===== src/rtl/alu_pipe_if.sv =====
// Request/result bus of alu_pipe: valid/ready operation port in, valid/ready result port out.
// slave is the ALU side; master is the producer/consumer side.
interface alu_pipe_if #(
  parameter int WIDTH = 8
) ();
  logic             in_valid;
  logic             in_ready;
  logic [WIDTH-1:0] in1;
  logic [WIDTH-1:0] in2;
  logic [2:0]       op;
  logic             out_valid;
  logic             out_ready;
  logic [WIDTH-1:0] out;
  logic             zero;
  logic             carry;
  logic             neg;
  logic             busy;

  modport slave (
    input  in_valid, in1, in2, op, out_ready,
    output in_ready, out_valid, out, zero, carry, neg, busy
  );

  modport master (
    output in_valid, in1, in2, op, out_ready,
    input  in_ready, out_valid, out, zero, carry, neg, busy
  );
endinterface


===== src/rtl/alu_pipe.sv =====
// Handshaked ALU with registered result and zero/carry/neg flags.
// Define ALU_MUL_EN to build the iterative shift-add multiplier (opcode 110); otherwise 110 acts as 111.
//
// state | meaning
// IDLE  | waiting for a request
// EXEC  | multiplier iterating, one in2 bit per cycle (ALU_MUL_EN only)
// DONE  | holding the result until out_ready
module alu_pipe #(
  parameter int WIDTH = 8
) (
  input logic       clk,
  input logic       rst_n,
  alu_pipe_if.slave bus
);
  localparam int SHW = $clog2(WIDTH);
  localparam logic [WIDTH-1:0] W_LIM = WIDTH'(WIDTH);

`ifdef ALU_MUL_EN
  typedef enum logic [1:0] {IDLE = 2'd0, DONE = 2'd1, EXEC = 2'd2} state_t;
  localparam logic [SHW-1:0] CNT_LAST = SHW'(WIDTH - 1);
`else
  typedef enum logic [1:0] {IDLE = 2'd0, DONE = 2'd1} state_t;
`endif

  state_t           state;
  logic [WIDTH-1:0] out_q;
  logic             zero_q;
  logic             carry_q;
  logic             neg_q;
  logic             valid_q;
  logic             accept;

  logic [SHW-1:0]   sh;
  logic             sh_big;
  logic [WIDTH:0]   add_w;
  logic [WIDTH:0]   shl_w;
  logic [WIDTH:0]   shr_w;
  logic [WIDTH-1:0] res;
  logic             res_c;

`ifdef ALU_MUL_EN
  logic [2*WIDTH-1:0] acc;
  logic [2*WIDTH-1:0] mcand;
  logic [2*WIDTH-1:0] acc_nxt;
  logic [WIDTH-1:0]   mplier;
  logic [SHW-1:0]     cnt;
  logic               busy_q;

  assign acc_nxt  = acc + (mplier[0] ? mcand : '0);
  assign bus.busy = busy_q;
`else
  assign bus.busy = 1'b0;
`endif

  assign bus.in_ready  = (state == IDLE) || ((state == DONE) && bus.out_ready);
  assign bus.out_valid = valid_q;
  assign bus.out       = out_q;
  assign bus.zero      = zero_q;
  assign bus.carry     = carry_q;
  assign bus.neg       = neg_q;
  assign accept        = bus.in_valid && bus.in_ready;

  // in2 < WIDTH fits in SHW bits, so the low bits are the exact amount when not out of range
  assign sh     = bus.in2[SHW-1:0];
  assign sh_big = (bus.in2 >= W_LIM);

  always_comb begin
    add_w = {1'b0, bus.in1} + {1'b0, bus.in2};
    shl_w = {1'b0, bus.in1} << sh;
    shr_w = {bus.in1, 1'b0} >> sh;
    res   = '0;
    res_c = 1'b0;
    case (bus.op)
      3'b000: {res_c, res} = add_w;
      3'b001: begin
        res   = bus.in1 - bus.in2;
        res_c = (bus.in1 < bus.in2);
      end
      3'b010: res = bus.in1 & bus.in2;
      3'b011: res = bus.in1 ^ bus.in2;
      3'b100: if (!sh_big) {res_c, res} = shl_w;
      3'b101: if (!sh_big) {res, res_c} = shr_w;
      default: ;
    endcase
  end

  always_ff @(posedge clk or negedge rst_n) begin
    if (!rst_n) begin
      state   <= IDLE;
      out_q   <= '0;
      zero_q  <= 1'b0;
      carry_q <= 1'b0;
      neg_q   <= 1'b0;
      valid_q <= 1'b0;
`ifdef ALU_MUL_EN
      acc     <= '0;
      mcand   <= '0;
      mplier  <= '0;
      cnt     <= '0;
      busy_q  <= 1'b0;
`endif
    end else begin
      case (state)
        IDLE, DONE: begin
          if (accept) begin
`ifdef ALU_MUL_EN
            if (bus.op == 3'b110) begin
              state   <= EXEC;
              valid_q <= 1'b0;
              busy_q  <= 1'b1;
              cnt     <= '0;
              acc     <= '0;
              mcand   <= {{WIDTH{1'b0}}, bus.in1};
              mplier  <= bus.in2;
            end else
`endif
            begin
              state   <= DONE;
              valid_q <= 1'b1;
              out_q   <= res;
              carry_q <= res_c;
              zero_q  <= (res == '0);
              neg_q   <= res[WIDTH-1];
            end
          end else if ((state == DONE) && bus.out_ready) begin
            state   <= IDLE;
            valid_q <= 1'b0;
          end
        end
`ifdef ALU_MUL_EN
        EXEC: begin
          acc    <= acc_nxt;
          mcand  <= mcand << 1;
          mplier <= mplier >> 1;
          cnt    <= cnt + SHW'(1);
          if (cnt == CNT_LAST) begin
            state   <= DONE;
            busy_q  <= 1'b0;
            valid_q <= 1'b1;
            out_q   <= acc_nxt[WIDTH-1:0];
            carry_q <= |acc_nxt[2*WIDTH-1:WIDTH];
            zero_q  <= (acc_nxt[WIDTH-1:0] == '0);
            neg_q   <= acc_nxt[WIDTH-1];
          end
        end
`endif
        default: state <= IDLE;
      endcase
    end
  end
endmodule


===== src/flat_wrapper.sv =====
// flat-port wrapper written by rule: the top's interface ports become plain ports
module alu_pipe_flat 
#(
  parameter int WIDTH = 8
)
  (clk, rst_n, bus_in_valid, bus_in1, bus_in2, bus_op, bus_out_ready, bus_in_ready, bus_out_valid, bus_out, bus_zero, bus_carry, bus_neg, bus_busy);
  alu_pipe_if #(.WIDTH(WIDTH)) bus_i ();
  input logic clk;
  input logic rst_n;
  input wire logic [$bits(bus_i.in_valid)-1:0] bus_in_valid;
  input wire logic [$bits(bus_i.in1)-1:0] bus_in1;
  input wire logic [$bits(bus_i.in2)-1:0] bus_in2;
  input wire logic [$bits(bus_i.op)-1:0] bus_op;
  input wire logic [$bits(bus_i.out_ready)-1:0] bus_out_ready;
  output wire logic [$bits(bus_i.in_ready)-1:0] bus_in_ready;
  output wire logic [$bits(bus_i.out_valid)-1:0] bus_out_valid;
  output wire logic [$bits(bus_i.out)-1:0] bus_out;
  output wire logic [$bits(bus_i.zero)-1:0] bus_zero;
  output wire logic [$bits(bus_i.carry)-1:0] bus_carry;
  output wire logic [$bits(bus_i.neg)-1:0] bus_neg;
  output wire logic [$bits(bus_i.busy)-1:0] bus_busy;
  assign bus_i.in_valid = bus_in_valid;
  assign bus_i.in1 = bus_in1;
  assign bus_i.in2 = bus_in2;
  assign bus_i.op = bus_op;
  assign bus_i.out_ready = bus_out_ready;
  assign bus_in_ready = bus_i.in_ready;
  assign bus_out_valid = bus_i.out_valid;
  assign bus_out = bus_i.out;
  assign bus_zero = bus_i.zero;
  assign bus_carry = bus_i.carry;
  assign bus_neg = bus_i.neg;
  assign bus_busy = bus_i.busy;
  alu_pipe #(.WIDTH(WIDTH)) u_core (.clk(clk), .rst_n(rst_n), .bus(bus_i));
endmodule

===== config.mk =====
export PLATFORM = sky130hd
export DESIGN_NAME = alu_pipe_flat
export DESIGN_NICKNAME = d
export VERILOG_FILES = /design/src/rtl/alu_pipe_if.sv /design/src/rtl/alu_pipe.sv /design/src/flat_wrapper.sv
export SDC_FILE = /design/constraint.sdc
export NUM_CORES = 1
export LEC_CHECK = 0
export CORE_ASPECT_RATIO = 0.9
export CORE_MARGIN = 2
export CORE_UTILIZATION = 41
export CTS_CLUSTER_DIAMETER = 40
export CTS_CLUSTER_SIZE = 10
export DETAILED_ROUTE_END_ITERATION = 6
export HOLD_SLACK_MARGIN = 0.08
export MAX_ROUTING_LAYER = met4
export PLACE_DENSITY = 0.67
export SLEW_MARGIN = 10
export SYNTH_ARGS = -nofsm -noshare
export SYNTH_HDL_FRONTEND = slang
export SYNTH_SLANG_ARGS = --single-unit
export TNS_END_PERCENT = 30

===== constraint.sdc =====
create_clock -name clk -period 1.7 [get_ports clk]
set_clock_uncertainty 0.15 [all_clocks]
set_input_delay 0.34 -clock clk [delete_from_list [all_inputs] [get_ports clk]]
set_output_delay 0.34 -clock clk [all_outputs]
set_load 0.01 [all_outputs]

# Yosys cells after proc, flatten, opt, wreduce, memory -nomap -nowiden
# Cells that the tools add are included.
[classes]
addsub = 2
n_mul = 0
div = 0
order_cmp = 2
n_eq_ne = 7
n_shift = 2
muxes = 11
bitwise_logic = 2
reduce_logical = 10
[op_table]
columns = ["cell", "count"]
rows = [
  ["one-hot mux 8 bit (6 select lines)", 1],
  ["two-way mux 8 bit", 2],
  ["adder 8 x 8 -> 9 bit", 1],
  ["<< shifter 8 x 3 -> 9 bit", 1],
  ["right shift 9 x 3 -> 9 bit", 1],
  ["AND 8 bit", 1],
  ["greater-or-equal comparator 8 x 4 -> 1 bit (second input constant)", 1],
  ["logical NOT 8 bit", 1],
  ["< comparator 8 bit", 1],
  ["subtractor 8 bit", 1],
  ["bitwise XOR 8 bit", 1],
  ["== test 3 x 2 -> 1 bit (second input constant)", 2],
  ["== test 3 bit (second input constant)", 2],
  ["two-way mux 2 bit", 3],
  ["two-way mux 1 bit", 4],
  ["one-hot mux 1 bit (4 select lines)", 1],
  ["AND reduction 2 bit", 2],
  ["== test 3 x 1 -> 1 bit (second input constant)", 1],
  ["logical NOT 3 bit", 1],
  ["!= test 3 x 1 -> 1 bit (second input constant)", 1],
  ["== test 2 x 1 -> 1 bit (second input constant)", 1],
  ["logical AND 1 bit", 2],
  ["logical NOT 2 bit", 1],
  ["nonzero test 2 bit", 1],
  ["other kinds (2)", 2],
]
[totals]
regBits = 14
latch_bits = 0
ram_bits = 0
romBits = 0
input_bits = 23
out_inout_bits = 14
n_memories = 0

# Depth between registers and ports, before layout
# Gate-level depths: netlist of the first run.
[depth]
ltp_word = 6
ltp_mapped = 11

# Worst setup path after synthesis of the first run
# OpenSTA, ideal clock, no wires.
[synth_path]
kind = "input -> register"
from = "input port bus_in2[1]"
to = "register u_core.zero_q, in the netlist u_core.bus.zero"
setup_ns = 0.104
arrival_ns = 2.312
slack_ns = -0.865
cell_stages = 10
path_buffers = 1
cell_sequence = "buf_2 -> inv_2 -> fa_1 -> nor3_1 -> a211o_1 -> o41a_1 -> o21ai_2 -> xnor2_1 -> a211o_1 -> o41ai_2"
[synth_via]
elab_chain_len = 4
elab_cells_between_ends = 11
cone_classes = "add/sub (2); order compare (1); shift (2); mux (3); bitwise (2); reduce/logical (1)"
[synth_rtl]
columns = ["element", "line", "rtl"]
rows = [
  ["start, declared", "flat_wrapper.sv:12", "input wire logic [$bits(bus_i.in2)-1:0] bus_in2;"],
  ["greater-or-equal comparator 8 x 4 -> 1 bit (tied with other cells)", "alu_pipe.sv:65", "assign sh_big = (bus.in2 >= W_LIM);"],
  ["two-way mux 8 bit, on equally long branches", "alu_pipe.sv:82, alu_pipe.sv:81", ""],
  ["one-hot mux 8 bit (6 select lines) (*)", "alu_pipe.sv:73", "case (bus.op)"],
  ["logical NOT 8 bit (*)", "alu_pipe.sv:122", "zero_q <= (res == '0);"],
  ["end signal, assigned", "alu_pipe.sv:122", ""],
  ["end, declared", "alu_pipe.sv:27", "logic zero_q;"],
]
# Mark *: on every way between the ends. The rest lies on a longest branch, timed or not.
# A chain may end at the register's enable or synchronous reset.

# Final worst setup path of the first run
[layout_path]
from = "input port bus_in2[2]"
to = "register u_core.out_q[5], in the netlist u_core.bus.out[5]"
[layout_via]
elab_chain_len = 3
elab_cells_between_ends = 8
cone_classes = "add/sub (2); order compare (1); shift (2); mux (3)"
[layout_rtl]
columns = ["element", "line", "rtl"]
rows = [
  ["greater-or-equal comparator 8 x 4 -> 1 bit (tied with other cells)", "alu_pipe.sv:65", ""],
  ["two-way mux 8 bit, on equally long branches", "alu_pipe.sv:82, alu_pipe.sv:81", ""],
  ["one-hot mux 8 bit (6 select lines) (*)", "alu_pipe.sv:73", ""],
  ["end signal, assigned", "alu_pipe.sv:120", "out_q <= res;"],
  ["end, declared", "alu_pipe.sv:26", "logic [WIDTH-1:0] out_q;"],
]
# Marks and branches as above.

==> impl_metrics.py, run 1 <==
metrics = {
    "status": {
        "outcome": "finished with violations",
        "violations": "setup timing",
    },
    "sta": {
        "holdWs_ns": 0.2770,
        "rsz0062_at_grt": "true",
        "setup_viol": 10,
        "fin_ws_ns": -0.7223,
        "period_needed_ns": 2.422,
        "min_period_over_period_pct": 142.5,
        "finalMaxSlewViolations": 0,
        "fmax_mhz": 412.8,
        "final_hold_viol_count": 0,
    },
    "power": {
        "netSwitchingFraction_pct": 37.11,
        "p_leak_uw": 0.001623,
        "power.switching_uw": 630.3,
        "powerDensity_nw_per_um2": 469.1,
        "clock_power_share_pct": 15.3,
        "power_frac_comb_pct": 65.5,
        "p_int_uw": 1068,
        "irDropWorstVdd_mv": 0.4147,
        "pwr-share-seq_pct": 19.2,
    },
    "clocking": {
        "clk_latency_ns": 0.24,
        "cts_buffers": 3,
        "clock_sinks": 11,
        "root_buffer": "clkbuf_8",
        "clk_pin_slew_ns": 0.05,
        "ctsHoldBuffers": 0,
        "cts_tree": "built",
        "htree_num_levels": 1,
        "clockBufferDepth": 2,
    },
    "die": {
        "floorplan.initialDensity_pct": 42.31,
        "dieHeight_microns": 71.01,
        "die_x_microns": 78.46,
        "rows": 24,
        "io_pins": 37,
        "die_area_sq_um": 5571,
        "core_sq_um": 4835,
    },
    "global_routing": {
        "grt_use_total_pct": 27.82,
        "grt_most_used_layer": "met2",
        "grt_pass1_wl_mm": 12.12,
        "antenna_found_initial": 0,
        "use_met1_pct": 34.98,
        "grt_overflow": 0,
        "grt_pass1_vias": 2558,
        "met3_usage_pct": 1.786,
        "met2_usage_pct": 47.32,
        "grt_max_degree": 16,
    },
    "synth": {
        "synth_seq_cells": 11,
        "syn-num-nets": 308,
        "synth_cell_types": 59,
        "synth-edff-count": 0,
        "synthFlopType": "dfrtp_1",
        "yosys_warnings": 0,
        "async_flop_share_pct": 100.0,
        "yosysSeqAreaShare_pct": 13.46,
        "netlist_area_sq_um": 2046,
        "syn_avg_cell_area_sq_um": 7.720,
        "synth_cells": 265,
    },
    "cells_and_area": {
        "fin_nets": 439,
        "drive_gt1_share_pct": 48.35,
        "final_common_cell": "buf_4",
        "syn_to_final_growth_pct": 77.00,
        "multi_input_area_sq_um": 1938,
        "final_cell_mix": "96 x buf_4, 25 x nand2_1, 19 x clkdlybuf4s50_1",
        "antenna_cells": 0,
        "seq_area_sq_um": 275.3,
        "num-fill-cells": 364,
    },
    "detailed_routing": {
        "drt_wl_total_mm": 7.645,
        "dr_total_vias": 2590,
        "first_iter_violations": 157,
        "vias_per_cell": 5.630,
        "drc": 0,
        "wl_per_cell_microns": 16.62,
        "first_pass_iters": 4,
        "final_antenna_net_count": 0,
    },
    "placement": {
        "dp_hpwl_mm": 5.808,
        "dpl_worst_slack_ns": -1.506,
        "port_buffers": 35,
        "place_congestion": 0.9627,
    },
    "setup_path": {
        "max_stage_delay_ns": 0.38,
        "critPathMaxFanout": 5,
        "crit_arrival_ns": 2.39,
        "crit_chain": "buf_8 -> inv_12 -> ha_4 -> buf_4 -> nor3b_4 -> nor3_4 -> buf_4 -> a21oi_4 -> o31ai_4 -> mux2i_1 -> a221o_1 -> mux2_4",
        "required_ns": 1.67,
        "crit_type": "input pin to flip-flop",
        "endpoint_kind": "flip-flop",
        "start_kind": "input pin",
        "cp_slowest_cell": "a221o_1",
        "cp_common_cell": "buf_4",
    },
    "hold_path": {
        "hp-class": "input pin to async pin",
    },
    "flow_run": {
        "drv_cap": 0,
    },
}
## cells in the mapped netlist, types with 3 or more instances
cell type / instances / area [sq um]
nand2_1: 26 / 97.59
inv_1: 20 / 75.07
o21ai_0: 19 / 95.09
a21oi_1: 18 / 90.09
ha_1: 18 / 225.2
nor2_1: 16 / 60.06
mux2i_1: 12 / 120.1
dfrtp_1: 11 / 275.3
nand2b_1: 10 / 62.56
a211oi_1: 7 / 52.55
buf_2: 7 / 35.03
mux2_2: 7 / 78.83
clkbuf_1: 6 / 22.52
nand3_1: 6 / 30.03
nor3_1: 6 / 30.03
mux4_2: 5 / 112.6
a221oi_1: 4 / 35.03
o21a_1: 4 / 30.03
o31ai_1: 4 / 30.03
a21boi_0: 3 / 22.52
a31oi_1: 3 / 18.77
and3_1: 3 / 18.77
nor2b_1: 3 / 18.77
o211ai_1: 3 / 22.52
xnor2_1: 3 / 26.28
## worst max-delay path: cells and delay by family
family	cells	cell delay, ns
AO/OA/AOI/OAI	3	0.63
buffers and inverters	4	0.42
multiplexers	2	0.41
AND/OR/NAND/NOR	2	0.32
adder cells (fa/ha/maj)	1	0.25
## power groups by stage
| stage | sequential [uW] | combinational (uW) | clock [uW] |
|---|---|---|---|
| floorplan | 348 | 444 | 0 |
| global placement | 327 | 917 | 0 |
| detailed placement | 331 | 933 | 0 |
| CTS | 327 | 1020 | 263 |
| global route | 331 | 1190 | 279 |
| finish | 326 | 1110 | 260 |
## final cells by class
class	count	share of cell area [%]
Inverter	22	2.833
Clock buffer	4	1.244
Timing Repair Buffer	142	32.55
Tap cell	65	2.246
Sequential cell	11	7.602
Multi-Input combinational cell	216	53.52
## worst paths after layout
kind                                           to  slack, ns            startpoint  cells past startpoint
worst max register to register    u_core.bus.zero       0.02  u_core.bus.out_valid                      7
max in group asynchronous       u_core.bus.out[2]       0.80                 rst_n                      1
worst min register to register    u_core.bus.zero       0.35       u_core.bus.zero                      2
min in group clk                  u_core.bus.zero       0.35       u_core.bus.zero                      2
worst min-delay path               u_core.bus.neg       0.28                 rst_n                      1
worst max-delay path            u_core.bus.out[5]      -0.72            bus_in2[2]                     12
## metrics by stage
step | instances | TNS [ns] | total power (uW) | area, sq um | util (%)
2_1_floorplan | 265 | -4.500 | 791.7 | 2150 | -
4_1_cts | 457 | -5.598 | 1607 | 3460 | 71.56
3_3_place_gp | 442 | -12.66 | 1244 | 3199 | 66.17
6_report | 460 | -5.225 | 1699 | 3621 | 74.90
3_5_place_dp | 442 | -13.12 | 1263 | 3199 | 66.17
5_1_grt | 460 | -6.025 | 1803 | 3621 | 74.90
## registers in the layout, summed over array words and instances, names as in the netlist
signal / flops
u_core.bus.carry: 1
u_core.bus.out: 7
u_core.bus.neg: 1
u_core.bus.out_valid: 1
u_core.bus.zero: 1
## layer usage
layer / routed length [microns] / share of wire, %
met3: 413 / 5.4
met4: 325 / 4.3
met1: 3215 / 42
met2: 3691 / 48
met5: 0 / 0
## cells by family (layout without fill, tap and decap cells)
group	after synthesis	after routing	synth area share [%]
simple gates	82	82	20.31
mux	24	24	15.23
xor+xnor	4	4	1.713
flops	11	11	13.46
buf+inv	38	168	7.767
fa+ha+maj	20	20	12.97
other cells	1	1	0.1833
compound gates	85	85	28.38
## timing repair
action,4_1_cts,5_1_grt
resized for setup,89,41
buffers inserted,11,4
pin swaps,23,12
endpoints found under the setup margin,11,10
cloned,0,0
(Power assumes the default switching activity.)
==> run 2, diff against run 1 <==
Settings changed: CAP_MARGIN set to 20.
==> results of run 2 <==
The final DEF is identical to that of run 1; final timing and power are the same.
